==> config.mk <==
export PLATFORM = sky130hd
export DESIGN_NAME = semi_auto_nav
export DESIGN_NICKNAME = d
export VERILOG_FILES = /design/src/rtl/semi_auto_nav.sv
export SDC_FILE = /design/constraint.sdc
export NUM_CORES = 1
export LEC_CHECK = 0
export CAP_MARGIN = 20
export CELL_PAD_IN_SITES_DETAIL_PLACEMENT = 1
export CELL_PAD_IN_SITES_GLOBAL_PLACEMENT = 1
export CORE_UTILIZATION = 52
export DETAILED_ROUTE_END_ITERATION = 8
export HOLD_SLACK_MARGIN = 0.1
export MAX_ROUTING_LAYER = met4
export PLACE_DENSITY_LB_ADDON = 0.1
export SETUP_SLACK_MARGIN = 0.3
export SLEW_MARGIN = 20
export SYNTH_ARGS = -nofsm -noshare
export SYNTH_HDL_FRONTEND = slang
export SYNTH_SLANG_ARGS = --single-unit
==> constraint.sdc <==
create_clock -name sys_clk -period 4.2 [get_ports sys_clk]
set_input_delay 1.05 -clock sys_clk [delete_from_list [all_inputs] [get_ports sys_clk]]
set_output_delay 1.05 -clock sys_clk [all_outputs]
set_load 0.01 [all_outputs]
==> src/rtl/semi_auto_nav.sv <==
// Semi-automatic driving controller: debounces the three obstacle detectors and
// steers forward / turns / waits for a user command at multi-way junctions.
module semi_auto_nav #(
    parameter int unsigned DEB_CYCLES   = 1_000_000,
    parameter int unsigned TURN_CYCLES  = 90_000_000,
    parameter int unsigned LEAVE_CYCLES = 50_000_000,
    parameter int unsigned CNT_W        = 28
) (
    input  logic       sys_clk,
    input  logic       rst,
    input  logic       enable,
    input  logic       front_detector,
    input  logic       left_detector,
    input  logic       right_detector,
    input  logic       cmd_fwd,
    input  logic       cmd_left,
    input  logic       cmd_right,
    input  logic       cmd_back,
    output logic [3:0] moving_state,
    output logic [2:0] nav_state,
    output logic       wait_cmd
);

    localparam logic [CNT_W-1:0] DEB_LAST   = CNT_W'(DEB_CYCLES - 1);
    localparam logic [CNT_W-1:0] TURN_LAST  = CNT_W'(TURN_CYCLES - 1);
    localparam logic [CNT_W-1:0] BACK_LAST  = CNT_W'(2 * TURN_CYCLES - 1);
    localparam logic [CNT_W-1:0] LEAVE_LAST = CNT_W'(LEAVE_CYCLES - 1);

    typedef enum logic [2:0] {
        IDLE      = 3'd0,
        DECIDE    = 3'd1,
        FORWARD   = 3'd2,
        LEAVE     = 3'd3,
        TURN_L    = 3'd4,
        TURN_R    = 3'd5,
        TURN_BACK = 3'd6,
        WAIT_CMD  = 3'd7
    } state_t;

    state_t           state;
    state_t           nxt;
    logic [CNT_W-1:0] timer;

    // Detector index: 0 front, 1 left, 2 right; filtered value 1 = blocked.
    logic             raw  [3];
    logic             filt [3];
    logic [CNT_W-1:0] dcnt [3];

    assign raw[0] = front_detector;
    assign raw[1] = left_detector;
    assign raw[2] = right_detector;

    // A raw value must disagree for DEB_CYCLES consecutive edges to be accepted.
    for (genvar i = 0; i < 3; i++) begin : g_deb
        always_ff @(posedge sys_clk or negedge rst) begin
            if (!rst) begin
                filt[i] <= 1'b1;
                dcnt[i] <= '0;
            end else if (raw[i] == filt[i]) begin
                dcnt[i] <= '0;
            end else if (dcnt[i] == DEB_LAST) begin
                filt[i] <= raw[i];
                dcnt[i] <= '0;
            end else begin
                dcnt[i] <= dcnt[i] + CNT_W'(1);
            end
        end
    end

    logic       f_open;
    logic       l_open;
    logic       r_open;
    logic [1:0] n_open;

    assign f_open = ~filt[0];
    assign l_open = ~filt[1];
    assign r_open = ~filt[2];
    assign n_open = 2'(f_open) + 2'(l_open) + 2'(r_open);

    function automatic logic [3:0] mov_of(input state_t s);
        case (s)
            FORWARD, LEAVE:    mov_of = 4'b0001;
            TURN_L, TURN_BACK: mov_of = 4'b0100;
            TURN_R:            mov_of = 4'b1000;
            default:           mov_of = 4'b0000;
        endcase
    endfunction

    // Next-state decision; turns ignore the detectors until their timer expires.
    always_comb begin
        nxt = state;
        case (state)
            IDLE:   nxt = DECIDE;
            DECIDE: begin
                if (n_open == 2'd0)      nxt = TURN_BACK;
                else if (n_open == 2'd1) nxt = f_open ? LEAVE : (l_open ? TURN_L : TURN_R);
                else                     nxt = WAIT_CMD;
            end
            FORWARD: if (!f_open || l_open || r_open) nxt = DECIDE;
            LEAVE: begin
                if (!f_open)                 nxt = DECIDE;
                else if (timer == LEAVE_LAST) nxt = FORWARD;
            end
            TURN_L, TURN_R: if (timer == TURN_LAST) nxt = LEAVE;
            TURN_BACK:      if (timer == BACK_LAST) nxt = LEAVE;
            WAIT_CMD: begin
                if (cmd_fwd && f_open)        nxt = LEAVE;
                else if (cmd_left && l_open)  nxt = TURN_L;
                else if (cmd_right && r_open) nxt = TURN_R;
                else if (cmd_back)            nxt = TURN_BACK;
            end
            default: nxt = IDLE;
        endcase
        if (!enable) nxt = IDLE;
    end

    // State, timer and all outputs update together so moving_state tracks the transition edge.
    always_ff @(posedge sys_clk or negedge rst) begin
        if (!rst) begin
            state        <= IDLE;
            timer        <= '0;
            moving_state <= 4'b0000;
            wait_cmd     <= 1'b0;
        end else if (nxt != state || !enable) begin
            state        <= nxt;
            timer        <= '0;
            moving_state <= mov_of(nxt);
            wait_cmd     <= (nxt == WAIT_CMD);
        end else if (state == LEAVE || state == TURN_L || state == TURN_R || state == TURN_BACK) begin
            timer <= timer + CNT_W'(1);
        end
    end

    assign nav_state = state;

endmodule

==> results.sh <==
export IMPL_synth_ff_type="dfrtp_1"
export IMPL_maxSlewViolCount=0
export IMPL_grt_pass1_wl_um=26090
export IMPL_insertion_delay_ns=0.42
export IMPL_fin_ws_ns=0.9944
export IMPL_numClockSinks=122
export IMPL_ctsHoldBuffers=0
export IMPL_synthTopCellsByArea="dfrtp_1, xor2_1, nor2_1, xnor2_1, nand3_1"
export IMPL_cts_tree="done"
export IMPL_routedWlPerCell_um=17.44
export IMPL_netlist_area_leader_share=0.4666
export IMPL_nNetsFinal=702
export IMPL_report_final_setup_viol=0
export IMPL_async_reset_ff_frac=1.000
export IMPL_synth_commonest_cells="nor2_1, dfrtp_1, xor2_1, nand3_1, nand2_1"
export IMPL_synth_compound_area_frac=0.02843
export IMPL_num_rows=40
export IMPL_start_util=0.5314
export IMPL_fillCellCount=1335
export IMPL_synthDistinctLibCells=55
export IMPL_synth_xor_area_frac=0.1496
export IMPL_finalHoldWorstSlack_ns=0.4863
export IMPL_syn_inst=668
export IMPL_r2r_setup_slack_ns=1.43
export IMPL_crit_arrival_ns=3.55
export IMPL_regArea_um2=3057
export IMPL_rsz0062_at_grt="no"
export IMPL_cts_max_level=4
export IMPL_initialDrtViolationCount=261
export IMPL_hold_viol=0
export IMPL_yosys_area_share_adder=0.01098
export IMPL_leakage_uw=0.003037
export IMPL_grt_pass1_vias=5308
export IMPL_yosysSeqAreaShare=0.4789
export IMPL_core_area_um2=12010
export IMPL_drt_total_wl_um=14770
export IMPL_place_congestion=0.8151
export IMPL_multi_input_area_um2=3201
export IMPL_maxSlewHeadroom=0.4529
export IMPL_startpoint_type="primary input"
export IMPL_cts_root_buf="clkbuf_16"
export IMPL_syn_nets=683
export IMPL_synth_edf_count=0
export IMPL_drc=0
export IMPL_finalCritPeriodShare=0.7632
export IMPL_areaGrowthSynthToFinish_pct=14.21
export IMPL_dr_total_vias=4882
export IMPL_io_pins=18
export IMPL_synth_simple_area_share=0.2960
export IMPL_synth_area_mux_share=0.01372
export IMPL_cts_buffer_depth=2
export IMPL_pre_cts_ws_ns=0.9221
export IMPL_synth_warnings=0
export IMPL_synth_top_family_by_area="simple AND/OR/NAND/NOR gates"
export IMPL_endpoint_kind="register"
export IMPL_yosys_register_bits=122
export IMPL_post_cts_buffers=0
export IMPL_yosysTopAreaCell="dfrtp_1"
export IMPL_outcome="finished, final reports clean"
export IMPL_required_ns=4.55
export IMPL_grt_max_degree=69
export IMPL_cap_violations=0
export IMPL_hpwl_um=9877
export IMPL_drtAntennaViolNets=0
export IMPL_avgSynthCellArea_um2=9.554
export IMPL_grt_use_total=0.2697
export IMPL_max_vdd_ir_drop_uv=322.6
export IMPL_grt_ovfl_total=0
export IMPL_post_route_util=0.6069
export IMPL_post_cts_resized=0
export IMPL_diodes=0
export IMPL_via_per_inst=5.764
export IMPL_portBuffers=16
export IMPL_hold_path_class="register to register"
export IMPL_path_clk_slew_ns=0.05
export IMPL_max_slew_worst_pin_slew_ns=0.8179
export IMPL_drtPass1Iterations=4
export IMPL_max_freq_mhz=312.0
export IMPL_chipWidth_um=112.8
export IMPL_fin_crit_ns=3.206
export IMPL_netlist_area_um2=6382
export IMPL_crit_fanout=17
export IMPL_grt_antenna_before_repair=0
export IMPL_synth_most_common_cell="nor2_1"
export IMPL_critical_path_class="primary input to register"
export IMPL_setup_tns_ns=0
export IMPL_drive_gt1_frac=0.07000
export IMPL_cts_buffers=17
export IMPL_clock_skew_ns=0.01210
export IMPL_die_area_um2=12720
export IMPL_p_per_area_nw_per_um2=401.8
export IMPL_die_y_um=112.8
==> placed cells by master, fill, tap and decap left out, types with 4 or more instances in the layout <==
cell type	instances
nor4_1	13
ha_1	4
nor2b_1	8
clkbuf_1	5
clkdlybuf4s50_1	15
dfrtp_1	119
xnor2_1	36
and4_1	8
and3_1	19
inv_1	13
o21ai_0	5
nor4bb_1	4
nor2_1	143
clkbuf_16	17
xor2_1	73
mux2_2	6
nor3b_1	4
nand2_1	44
a21oi_1	5
nor4b_1	7
bufinv_16	4
nand4_1	21
nor3_1	15
nand3_1	54
nand3b_1	5
==> power breakdown <==
group	switching (uW)	total, uW	leakage (uW)	internal [uW]
Clock	503	1520	0.000298	1020
Sequential	29.8	1220	0.00168	1190
Combinational	116	183	0.00106	66.6
==> routing by layer <==
metal | track usage | wire length, um | vias to the layer above
met1 | 0.3256 | 6618 | 2488
li1 | - | - | 2328
met5 | - | 0 | -
met3 | 0.06427 | 452 | 20
met2 | 0.4407 | 7484 | 46
met4 | 0.09956 | 213 | 0
==> sequential cells by signal, indices dropped and copies added, names as in the netlist <==
signal,count
dcnt,84
filt,3
moving_state,3
nav_state,3
timer,28
wait_cmd,1
==> critical path, cell delays in order <==
cell	delay (ns)
clkdlybuf4s50_1	0.41
nor2b_1	0.16
o311ai_0	0.51
a22oi_1	0.24
o21ai_0	0.27
a21o_1	0.19
nand4_4	0.27
buf_4	0.31
nor2_1	0.13
==> logic make-up (layout without fill, tap and decap cells) <==
kind of cell / count (synthesis) / count (layout)
other: 1 / 1
XOR/XNOR: 109 / 109
AO/OA/AOI/OAI: 24 / 24
flip-flops: 122 / 122
multiplexers: 8 / 8
AND/OR/NAND/NOR: 368 / 368
buffers and inverters: 31 / 63
adder cells (fa/ha/maj): 5 / 5
==> layout make-up <==
type | count | share of cell area
Multi-Input combinational cell | 515 | 0.4391
Sequential cell | 122 | 0.4193
Clock buffer | 24 | 0.06471
Timing Repair Buffer | 18 | 0.02540
Tap cell | 147 | 0.02523
Clock inverter | 8 | 0.01957
Inverter | 13 | 0.006694
==> worst paths after layout <==
kind	from	to	depth (start not counted)
max in group asynchronous	rst	filt[2]	2
worst min-delay path	dcnt[28]	dcnt[28]	1
worst min register to register	dcnt[28]	dcnt[28]	1
worst max register to register	nav_state[1]	timer[20]	8
min in group asynchronous	rst	timer[18]	1
worst max-delay path	cmd_left	timer[20]	9
==> stage by stage <==
stage               total power, uW  std cells  cell area [um2]
floorplan                      1341        668             6382
global placement               1415        815             6665
detailed placement             1424        815             6665
CTS                            2965        847             7279
global route                   3027        847             7289
finish                         2929        847             7289
(Power assumes the default switching activity.)
==> edit: new RTL, config.mk and constraints unchanged <==
Reset style: synchronous (`rst`), changed in 2 clocked blocks.
--- a/src/rtl/semi_auto_nav.sv
+++ b/src/rtl/semi_auto_nav.sv
@@ -54,3 +54,3 @@
     for (genvar i = 0; i < 3; i++) begin : g_deb
-        always_ff @(posedge sys_clk or negedge rst) begin
+        always_ff @(posedge sys_clk) begin
             if (!rst) begin
@@ -117,3 +117,3 @@
     // State, timer and all outputs update together so moving_state tracks the transition edge.
-    always_ff @(posedge sys_clk or negedge rst) begin
+    always_ff @(posedge sys_clk) begin
         if (!rst) begin
Behaviour: differs if rst is asserted again (counterexample within 4 cycles, from zero or initial values and one cycle with rst low); with rst held inactive, the same outputs for 10 cycles.
==> edit against the original RTL <==
Non-clock buffer count up 2. Worst setup slack better by 0.27 ns. Global-route usage about the same. Area after synthesis up 8.3%. Total power up 5.3%. Final cell count up 14%. Design area up 11%. First-iteration DRC count down 7.7%. Register-to-register slack worse by 0.04 ns. Sequential cell count unchanged. Routed wire length up 13%. Sequential share of layout area down 1.1 points. Critical path depth unchanged. Critical path type unchanged. Critical endpoint is now timer[18]$_SDFFE_PP0P_.
==> edit: results (changes against the original RTL) <==
Setup path
  – Critical path peak fanout: 30 (+13)
  – Worst Reg2Reg Path Length in Cells: 8 (unchanged)
  – R2R Setup Slk: 1.39 ns (-0.04 ns)
  – Crit path max-delay family: buffers and inverters
  – Crit path DAT: 3.22 ns (-0.33 ns)
  – CP Launch Point: cmd_left
  – R2r startpoint: filt[0]$_SDFFCE_PN1P_
  – CP max stage delay: 0.49 ns (-0.02 ns)
  – Crit path max-delay cell type: clkdlybuf4s50_1
  – CP endpoint: timer[18]$_SDFFE_PP0P_

Pwr
  – Worst vdd ir: 0.000269 V (-17%)
  – Clock Power Share: 50.4% (-1.6 points)
  – P_leak: 2.85 nW (-6.1%)
  – Internal: 2.43 mW (+6.6%)
  – Sequential group power: 1.39 mW (+14%)
  – Net Sw Power: 0.654 mW (+0.72%)

GRT
  – Via count of the first global-routing pass: 5707 (+7.5%)
  – Largest net degree at the start of global routing: 31 (-55%)
  – GRT Total Usage: 27.0% (+0.040 points)
  – First-pass GRT wire length: 27400 µm (+4.9%)
  – Initial antenna violation count: 0 (unchanged)

Place
  – Post-detail-place hpwl: 11100 µm (+12%)
  – Placer Congestion: 0.836 (+2.6%)
  – Area after DPL: 7490 µm² (+12%)
  – Placed cell count: 936 (+15%)
  – Post-placement worst setup slack: 0.815 ns (-0.108 ns)

Synthesis
  – Avg Cell Area, Syn: 10.2 µm² (+7.0%)
  – Netlist cell types: 70 (+27%)
  – Most instantiated cells after synthesis: 110 x nor2_1, 87 x edfxtp_1, 73 x xor2_1
  – Post-synth ARST share: 0% (-100 points)
  – Synth area leaders: edfxtp_1 38%, dfxtp_1 10%, xor2_1 9.3%
  – Sequential share of the synthesized area: 47.9% (about the same)
  – EDFF count, synth: 87 (+87)

CTS
  – Clock Latency Late Sink: 0.42 ns (about the same)
  – H-tree Lvls: 4 (unchanged)

Outcome
  – Outcome: finished, final reports clean

Drt
  – Met3 wire len: 572 µm (+27%)
  – Met1 wire length: 7010 µm (+5.9%)
  – Drt wl/cell: 17.2 µm (-1.2%)
  – Vias: 5248 (+7.5%)
  – Met2 WL: 8850 µm (+18%)
  – Drt pass-1 iters: 4 (unchanged)
  – WL final: 16700 µm (+13%)
  – Initial drt markers: 241 (-7.7%)

Min path
  – Min-delay worst type: register to register
  – Hold path startpoint: moving_state[2]$_SDFFE_PN0P_

Timing
  – Relative slew slack: 58.7% (+13 points)
  – Post-layout min period: 2.93 ns (-0.274 ns)
  – Fin Clk Skew: 0.00957 ns (-0.00253 ns)

Final layout
  – Share of cells above drive strength 1: 12.1% (+5.1 points)
  – # nets final: 798 (+14%)
  – Biggest regs: dcnt (84), timer (28)
-- edit: cell types whose count changed after synthesis, moves of 5 or more --
cell,before,now
dfxtp_1,0,35
or3_1,0,6
nand2_1,44,54
mux2_2,6,0
nor3_1,15,7
nor2_1,143,110
clkbuf_1,11,1
nand3_1,54,44
dfrtp_1,119,0
xnor2_1,36,31
and3_1,19,24
nor2_2,0,30
edfxtp_1,0,87
-- edit: worst min-delay path by stage --
stage,depth (start not counted),endpoint,slack (ns)
after floorplan,2,timer[4]$_SDFFE_PP0P_,0.52
after global placement,2,moving_state[0]$_SDFFE_PN0P_,0.54
after detailed placement,2,moving_state[2]$_SDFFE_PN0P_,0.56
after CTS,2,moving_state[2]$_SDFFE_PN0P_,0.56
after global routing,2,timer[4]$_SDFFE_PP0P_,0.61
final,2,moving_state[2]$_SDFFE_PN0P_,0.57
-- edit: final cells by class --
cell class	instances	area, µm²
fill	1418	4660
multi-input combinational	611	3730
sequential	122	3310
clock buffer	23	478
tap	172	215
timing repair buffer	20	190
clock inverter	9	144
inverter	11	41.3
-- edit: routing by layer --
layer	vias up	GRT usage (%)
li1	2531	-
met1	2623	29.6
met2	70	47.6
met3	24	6.90
met4	0	9.03
met5	-	-
-- edit: kinds of logic after synthesis --
logic type | Yosys count | share of synthesized area, %
muxes | 1 | 0.145
xor gates and xnor gates | 104 | 13.2
other | 2 | 0.109
adders and majority gates | 5 | 1.01
and+or+nand+nor | 377 | 30.4
AOI/OAI and AO/OA | 39 | 4.65
buffers and inverters | 26 | 2.57
DFF | 122 | 47.9
-- edit: worst register-to-register path, cell delays in order, from the launching register on --
cell	delay [ns]
edfxtp_1	0.56
fa_1	0.61
o211a_1	0.20
nor2_1	0.05
o21a_1	0.23
or3_4	0.39
nand4_4	0.09
buf_4	0.44
nor2_2	0.10
